**config.mk**
```make
export PLATFORM = sky130hd
export DESIGN_NAME = hdmi_video_timing_ctrl
export DESIGN_NICKNAME = d
export VERILOG_FILES = /design/src/rtl/hdmi_video_timing_ctrl.sv
export SDC_FILE = /design/constraint.sdc
export NUM_CORES = 1
export LEC_CHECK = 0
export ABC_CLOCK_PERIOD_IN_PS = 2000
export CAP_MARGIN = 40
export CORE_MARGIN = 5
export CORE_UTILIZATION = 44
export DETAILED_ROUTE_END_ITERATION = 10
export PLACE_DENSITY_LB_ADDON = 0.3
export SYNTH_ARGS = -nofsm -noshare
export SYNTH_HDL_FRONTEND = slang
export SYNTH_SLANG_ARGS = --single-unit
```
**constraint.sdc**
```tcl
create_clock -name sys_clk -period 2 [get_ports sys_clk]
set_clock_uncertainty 0.15 [all_clocks]
set_input_delay 0.5 -clock sys_clk [delete_from_list [all_inputs] [get_ports sys_clk]]
set_output_delay 0.5 -clock sys_clk [all_outputs]
set_load 0.005 [all_outputs]
```
**src/rtl/hdmi_video_timing_ctrl.sv**
```systemverilog
// Raster timing controller feeding three TMDS encoder channels (B/G/R) with DE, sync and pixels.
// Define HDMI_TIMING_TPG_EN to add the tpg_en input and the internal 8-bar colour generator.
module hdmi_video_timing_ctrl #(
  parameter int unsigned H_ACTIVE = 640,
  parameter int unsigned H_FP     = 16,
  parameter int unsigned H_SYNC   = 96,
  parameter int unsigned H_BP     = 48,
  parameter int unsigned V_ACTIVE = 480,
  parameter int unsigned V_FP     = 10,
  parameter int unsigned V_SYNC   = 2,
  parameter int unsigned V_BP     = 33,
  parameter bit          HS_POL   = 1'b0,
  parameter bit          VS_POL   = 1'b0
) (
  input  logic        sys_clk,
  input  logic        sys_rst_n,
  input  logic        enable,
`ifdef HDMI_TIMING_TPG_EN
  input  logic        tpg_en,
`endif
  input  logic [23:0] pix_data,
  input  logic        pix_valid,
  output logic        pix_ready,
  output logic [7:0]  ch0_data,
  output logic [7:0]  ch1_data,
  output logic [7:0]  ch2_data,
  output logic        ch0_c0,
  output logic        ch0_c1,
  output logic        ch1_c0,
  output logic        ch1_c1,
  output logic        ch2_c0,
  output logic        ch2_c1,
  output logic        de,
  output logic        frame_start,
  output logic        underflow
);

  localparam logic [11:0] HAct       = 12'(H_ACTIVE);
  localparam logic [11:0] VAct       = 12'(V_ACTIVE);
  localparam logic [11:0] HTotal     = 12'(H_ACTIVE + H_FP + H_SYNC + H_BP);
  localparam logic [11:0] VTotal     = 12'(V_ACTIVE + V_FP + V_SYNC + V_BP);
  localparam logic [11:0] HSyncStart = 12'(H_ACTIVE + H_FP);
  localparam logic [11:0] HSyncEnd   = 12'(H_ACTIVE + H_FP + H_SYNC);
  localparam logic [11:0] VSyncStart = 12'(V_ACTIVE + V_FP);
  localparam logic [11:0] VSyncEnd   = 12'(V_ACTIVE + V_FP + V_SYNC);

  typedef enum logic [0:0] {StIdle, StRun} state_e;

  state_e      r_state;
  logic [11:0] r_h;
  logic [11:0] r_v;
  logic [23:0] r_data;
  logic        r_de;
  logic        r_c0;
  logic        r_c1;
  logic        r_frame_start;
  logic        r_underflow;

  logic        w_run;
  logic        w_h_active;
  logic        w_active;
  logic        w_hsync;
  logic        w_vsync;
  logic        w_h_last;
  logic        w_v_last;
  logic        w_frame_first;
  logic [23:0] w_pix;
  logic        w_uf_evt;
  logic        w_ready;

  assign w_run         = (r_state == StRun);
  assign w_h_active    = (r_h < HAct);
  assign w_active      = w_run && w_h_active && (r_v < VAct);
  assign w_hsync       = w_run && (r_h >= HSyncStart) && (r_h < HSyncEnd);
  assign w_vsync       = w_run && (r_v >= VSyncStart) && (r_v < VSyncEnd);
  assign w_h_last      = (r_h == HTotal - 12'd1);
  assign w_v_last      = (r_v == VTotal - 12'd1);
  assign w_frame_first = w_run && (r_h == 12'd0) && (r_v == 12'd0);

`ifdef HDMI_TIMING_TPG_EN
  localparam int unsigned BarWInt = ((H_ACTIVE / 8) > 0) ? (H_ACTIVE / 8) : 1;
  localparam logic [11:0] BarW    = 12'(BarWInt);

  logic [2:0]  r_bar_k;
  logic [11:0] r_bar_px;
  logic [23:0] w_bar_rgb;

  always_comb begin
    w_bar_rgb = 24'h000000;
    unique case (r_bar_k)
      3'd0: w_bar_rgb = 24'hFFFFFF;
      3'd1: w_bar_rgb = 24'hFFFF00;
      3'd2: w_bar_rgb = 24'h00FFFF;
      3'd3: w_bar_rgb = 24'h00FF00;
      3'd4: w_bar_rgb = 24'hFF00FF;
      3'd5: w_bar_rgb = 24'hFF0000;
      3'd6: w_bar_rgb = 24'h0000FF;
      3'd7: w_bar_rgb = 24'h000000;
    endcase
  end

  // Bar position restarts every line and saturates on the last bar.
  always_ff @(posedge sys_clk or negedge sys_rst_n) begin
    if (!sys_rst_n) begin
      r_bar_k  <= 3'd0;
      r_bar_px <= 12'd0;
    end else if (!w_run || w_h_last) begin
      r_bar_k  <= 3'd0;
      r_bar_px <= 12'd0;
    end else if (w_h_active) begin
      if (r_bar_px == BarW - 12'd1) begin
        r_bar_px <= 12'd0;
        if (r_bar_k != 3'd7) r_bar_k <= r_bar_k + 3'd1;
      end else begin
        r_bar_px <= r_bar_px + 12'd1;
      end
    end
  end

  always_comb begin
    w_pix    = pix_valid ? pix_data : 24'h000000;
    w_uf_evt = w_active && !pix_valid;
    w_ready  = w_active;
    if (tpg_en) begin
      w_pix    = w_bar_rgb;
      w_uf_evt = 1'b0;
      w_ready  = 1'b0;
    end
  end
`else
  always_comb begin
    w_pix    = pix_valid ? pix_data : 24'h000000;
    w_uf_evt = w_active && !pix_valid;
    w_ready  = w_active;
  end
`endif

  always_ff @(posedge sys_clk or negedge sys_rst_n) begin
    if (!sys_rst_n) begin
      r_state       <= StIdle;
      r_h           <= 12'd0;
      r_v           <= 12'd0;
      r_data        <= 24'h000000;
      r_de          <= 1'b0;
      r_c0          <= ~HS_POL;
      r_c1          <= ~VS_POL;
      r_frame_start <= 1'b0;
      r_underflow   <= 1'b0;
    end else begin
      unique case (r_state)
        StIdle: begin
          r_h <= 12'd0;
          r_v <= 12'd0;
          if (enable) r_state <= StRun;
        end
        StRun: begin
          if (w_h_last) begin
            r_h <= 12'd0;
            if (w_v_last) begin
              r_v <= 12'd0;
              // Enable is only honoured on a frame boundary.
              if (!enable) r_state <= StIdle;
            end else begin
              r_v <= r_v + 12'd1;
            end
          end else begin
            r_h <= r_h + 12'd1;
          end
        end
        default: r_state <= StIdle;
      endcase

      r_de          <= w_active;
      r_data        <= w_active ? w_pix : 24'h000000;
      r_c0          <= w_hsync ? HS_POL : ~HS_POL;
      r_c1          <= w_vsync ? VS_POL : ~VS_POL;
      r_frame_start <= w_frame_first;
      // A new underflow in the frame_start cycle outranks the clear.
      r_underflow   <= w_uf_evt || (r_underflow && !w_frame_first);
    end
  end

  assign pix_ready   = w_ready;
  assign ch2_data    = r_data[23:16];
  assign ch1_data    = r_data[15:8];
  assign ch0_data    = r_data[7:0];
  assign ch0_c0      = r_c0;
  assign ch0_c1      = r_c1;
  assign ch1_c0      = 1'b0;
  assign ch1_c1      = 1'b0;
  assign ch2_c0      = 1'b0;
  assign ch2_c1      = 1'b0;
  assign de          = r_de;
  assign frame_start = r_frame_start;
  assign underflow   = r_underflow;

endmodule

```
# Yosys cells after proc, flatten, opt, wreduce, memory -nomap -nowiden
# Cells that the tools add are included.
# word_totals
reg_bits	54
latch_bits	0
ramBits	0
mem_bits_ro	0
inputBits	28
out_inout_bits	34
word_cells	49
mem_count	0
# op_classes
add_sub_neg	2
n_mul	0
div_mod_pow	0
magnitude_cmp	6
eq_ne	3
shift	0
muxes	13
n_bitwise	1
reduce_logical	15
# ops
cell	count
$mux 24	2
$pmux 12 s2	2
$mux 12	3
$add 12x1->12 const B	2
$eq 12x10->1 const B	2
$logic_not 12->1	2
$lt 12x10->1 const B	2
$lt 12x9->1 const B	2
$ge 12x10->1 const B	1
$ge 12x9->1 const B	1
$logic_and 1x1->1	10
$mux 1	5
$logic_not 1->1	2
$ne 2x1->1 const B	1
$pmux 1 s2	1
$logic_or 1x1->1	1
$not 1->1	1

# Longest topological paths before layout
# depth
depth_word	6
mapped_depth	7
depth_no_buf	6

# Least setup slack after synthesis
# No wires, ideal clock.
# synth_timing
kind	register -> output
from	register r_v[9]
to	output port pix_ready
arrival_ps	1497
required_time_ps	1350
slack_ps	-147
path_stages_with_launch	5
path_buffers	2
path_cell_list	dfrtp_1 nor4b_1 and4_1 clkbuf_1 clkbuf_1
# synth_between
elab_chain_cells	2
# synth_lines
item	line_no	text
start, declared	51	logic [11:0] r_v;
start signal, assigned	164	r_v <= r_v + 12'd1;
$lt 12x9->1	73	assign w_active = w_run && w_h_active && (r_v < VAct);
$logic_and 1x1->1	73	
end, declared	23	output logic pix_ready,
# Every way passes these cells.

# Final worst setup path
# layout_timing
from	register r_h[11]
to	register r_h[8]
# layout_between
elab_chain_cells	3
# layout_lines
item	line_no	text
start, declared	50	logic [11:0] r_h;
start signal, assigned	167	r_h <= r_h + 12'd1;
$eq 12x10->1	76	assign w_h_last = (r_h == HTotal - 12'd1);
$mux 12	157	if (w_h_last) begin
$pmux 12 s2	150	unique case (r_state)
# Every way passes these cells.
# A chain may end at the register's enable or synchronous reset.

==> impl_metrics.toml <==
[logic_synthesis]
synth_compound_area_share_pct = 7.692
synth_area_per_cell_sq_um = 10.65
synthAdderAreaFrac_pct = 2.051
synth_area_sq_mm = 0.002440
ys_ff_latch = 54
synth.distinct_cells = 44
synth-edff-count = 0
synth_warnings = 0
synth_area_leader_cell = "dfrtp_1"
synthTopCellsByArea = "dfrtp_1 53%, and3_1 6.7%, xnor2_1 2.9%"
yosysSeqAreaShare_pct = 55.49
synth_ff_type = "dfrtp_1"
synth_top_area_share_pct = 53.33
synthMuxAreaShare_pct = 0
async_reset_ff_share_pct = 100.0
synthSimpleGateAreaFrac_pct = 25.69
synth_cells = 229
synth_top_family_by_area = "simple AND/OR/NAND/NOR gates"
synth-xor-area-share_pct = 3.949

[timing]
drv_slew = 0
holdWs_ns = 0.02769
period_share_pct = 105.6
hold_violations = 0
rsz0062_at_grt = "yes"
tightest_slew_ns = 0.5751
fmax_mhz = 473.6
fin_ws_ns = -0.1117
relSlewSlack_pct = 61.66
setup_violations = 16
tns_ns = -1.262
fin_crit_ns = 2.112

[detailed_routing]
ant_nets = 0
drt_drc_violations_left = 0
via_per_inst = 5.272
initialDrtViolationCount = 144
wirelength_microns = 6197
vias = 2035
wl_per_cell_microns = 16.05
dr.pass1.iters = 4

[setup_path]
crit_fanout = 8
required_ns = 2.05
worst_setup_path_endpoint = "r_h[8]$_DFF_PN0_"
worst_setup_path_end_kind = "flop"
r2r_slack_ns = -0.11
critPathLaunchType = "flop"
critPathKind = "flop to flop"
crit_start = "r_h[11]$_DFF_PN0_"
r2r-start = "r_h[11]$_DFF_PN0_"
worstRegToRegCells = 5
worstPathArrival_ns = 2.16
r2r-end = "r_h[8]$_DFF_PN0_"

[clock_network]
cts_tree = "built"
clock-sinks = 54
root_buffer = "clkbuf_8"
path_clk_slew_ns = 0.10
cts.path.max_buffers = 2
numCtsBuffers = 5
h-tree-depth = 2
ctsHoldBuffers = 0
insertion_delay_ns = 0.31

[worst_hold_path]
hp-class = "primary input to async pin"

[global_routing]
grt_max_degree = 27
grt_pass1_vias = 1906
antenna_found_initial = 0
grt_overflow = 0
grt_use_total_pct = 17.32
grt_pass1_wl_microns = 9825

[die]
dieWidth_microns = 84.47
core_area_sq_mm = 0.005439
fp.dieH_microns = 84.47
ioPinCount = 62
die_area_sq_mm = 0.007134
initial_core_util_pct = 44.86
num_rows = 27

[final_layout]
drive_gt1_share_pct = 20.06
syn_to_final_growth_pct = 42.72
final_common_cell = "clkdlybuf4s50_1"
layoutNonFillerInstCount = 386
most-common-layout-cells = "53 x clkdlybuf4s50_1, 52 x dfrtp_1, 31 x buf_4, 26 x and3_1, 15 x nor2_1"
diodes = 0
final_nets = 346

[power]
fin_total_pwr_w = 0.001882
peakVddDrop_v = 0.0003712
p_leak_nw = 1.601
power_density_mw_per_mm2 = 540.5

[placed_design]
place_hpwl_microns = 4503
dpl.cell_count = 375
port_buffers = 57
globalplace.congestion = 0.8562

[job]
drv_cap = 0

[status]
status = "complete, but fails checks"
violations = "negative setup slack"
flip-flops by register name, indices dropped and copies added (netlist names):
| name | count |
|---|---|
| r_h | 12 |
| de | 1 |
| ch0_c0 | 1 |
| r_state | 1 |
| frame_start | 1 |
| r_data | 24 |
| ch0_c1 | 1 |
| r_v | 12 |
| underflow | 1 |
per-stage QoR:
step	area [sq um]	worst slack [ns]	util, %
floorplan	2459	-0.02129	-
global placement	3287	-0.1117	60.43
detailed placement	3287	-0.1706	60.43
CTS	3412	-0.1215	62.73
global route	3482	-0.1845	64.02
finish	3482	-0.1117	64.02
Yosys cell counts, types with 4 or more instances:
cell	count
dfrtp_1	52
and3_1	26
nor2_1	17
nand2_1	13
clkbuf_1	11
nand3_1	10
a31oi_1	9
inv_1	8
xnor2_1	8
nand4_1	7
nor3_1	5
o211ai_1	5
o21ai_0	5
buf_4	4
ha_1	4
critical path, stage by stage (launching register included):
cell and delay, ns:
dfrtp_1 0.40, or4_4 0.57, or4_4 0.56, buf_4 0.19, nand2_8 0.08, nor2_1 0.05
layout make-up:
cell class	instances	area [sq um]
Clock inverter	2	13.76
Fill cell	445	1957
Timing Repair Buffer	92	860.8
Tap cell	72	90.09
Clock buffer	5	68.82
Inverter	8	30.03
Sequential cell	54	1354
Multi-Input combinational cell	153	1065
power breakdown:
| part | leakage [nW] | total [W] | switching [W] | internal, W |
|---|---|---|---|---|
| sequential | 0.692 | 0.00112 | 0.00000594 | 0.00112 |
| clock | 0.0444 | 0.000599 | 0.000356 | 0.000243 |
| combinational | 0.865 | 0.000162 | 0.0000548 | 0.000107 |
cell families (layout without fill, tap and decap cells):
logic type                 Yosys count  count (layout)
DFF                                 54              54
and+or+nand+nor                    107             108
buffers and inverters               26             107
other                                1               4
AOI/OAI and AO/OA                   26              26
xor gates and xnor gates            11              11
adders and majority gates            4               4
layer usage:
layer / vias up / global-route usage [%] / wire length (microns)
met2: 50 / 28.12 / 3109
met5: - / 0 / 0
met1: 1000 / 23.64 / 2733
li1: 977 / - / -
met3: 8 / 3.337 / 261
met4: 0 / 5.180 / 92
worst min-delay path by stage:
stage	start	end	slack (ns)	cells after the start
floorplan	sys_rst_n	de$_DFF_PN0_	0.05	0
global placement	r_h[0]$_DFF_PN0_	r_h[0]$_DFF_PN0_	0.30	1
detailed placement	r_h[0]$_DFF_PN0_	r_h[0]$_DFF_PN0_	0.31	1
CTS	sys_rst_n	r_v[4]$_DFFE_PN0P_	0.03	1
global route	sys_rst_n	r_v[9]$_DFFE_PN0P_	0.05	1
finish	sys_rst_n	r_v[9]$_DFFE_PN0P_	0.03	1
what timing repair did:
item	CTS	global route
gates resized for setup	11	13
gates cloned	1	0
endpoints found under the hold margin	0	0
pin swaps	12	5
setup buffers	1	2
endpoints found under the setup margin	23	26
Note: power is estimated with default switching activity, not from simulation.
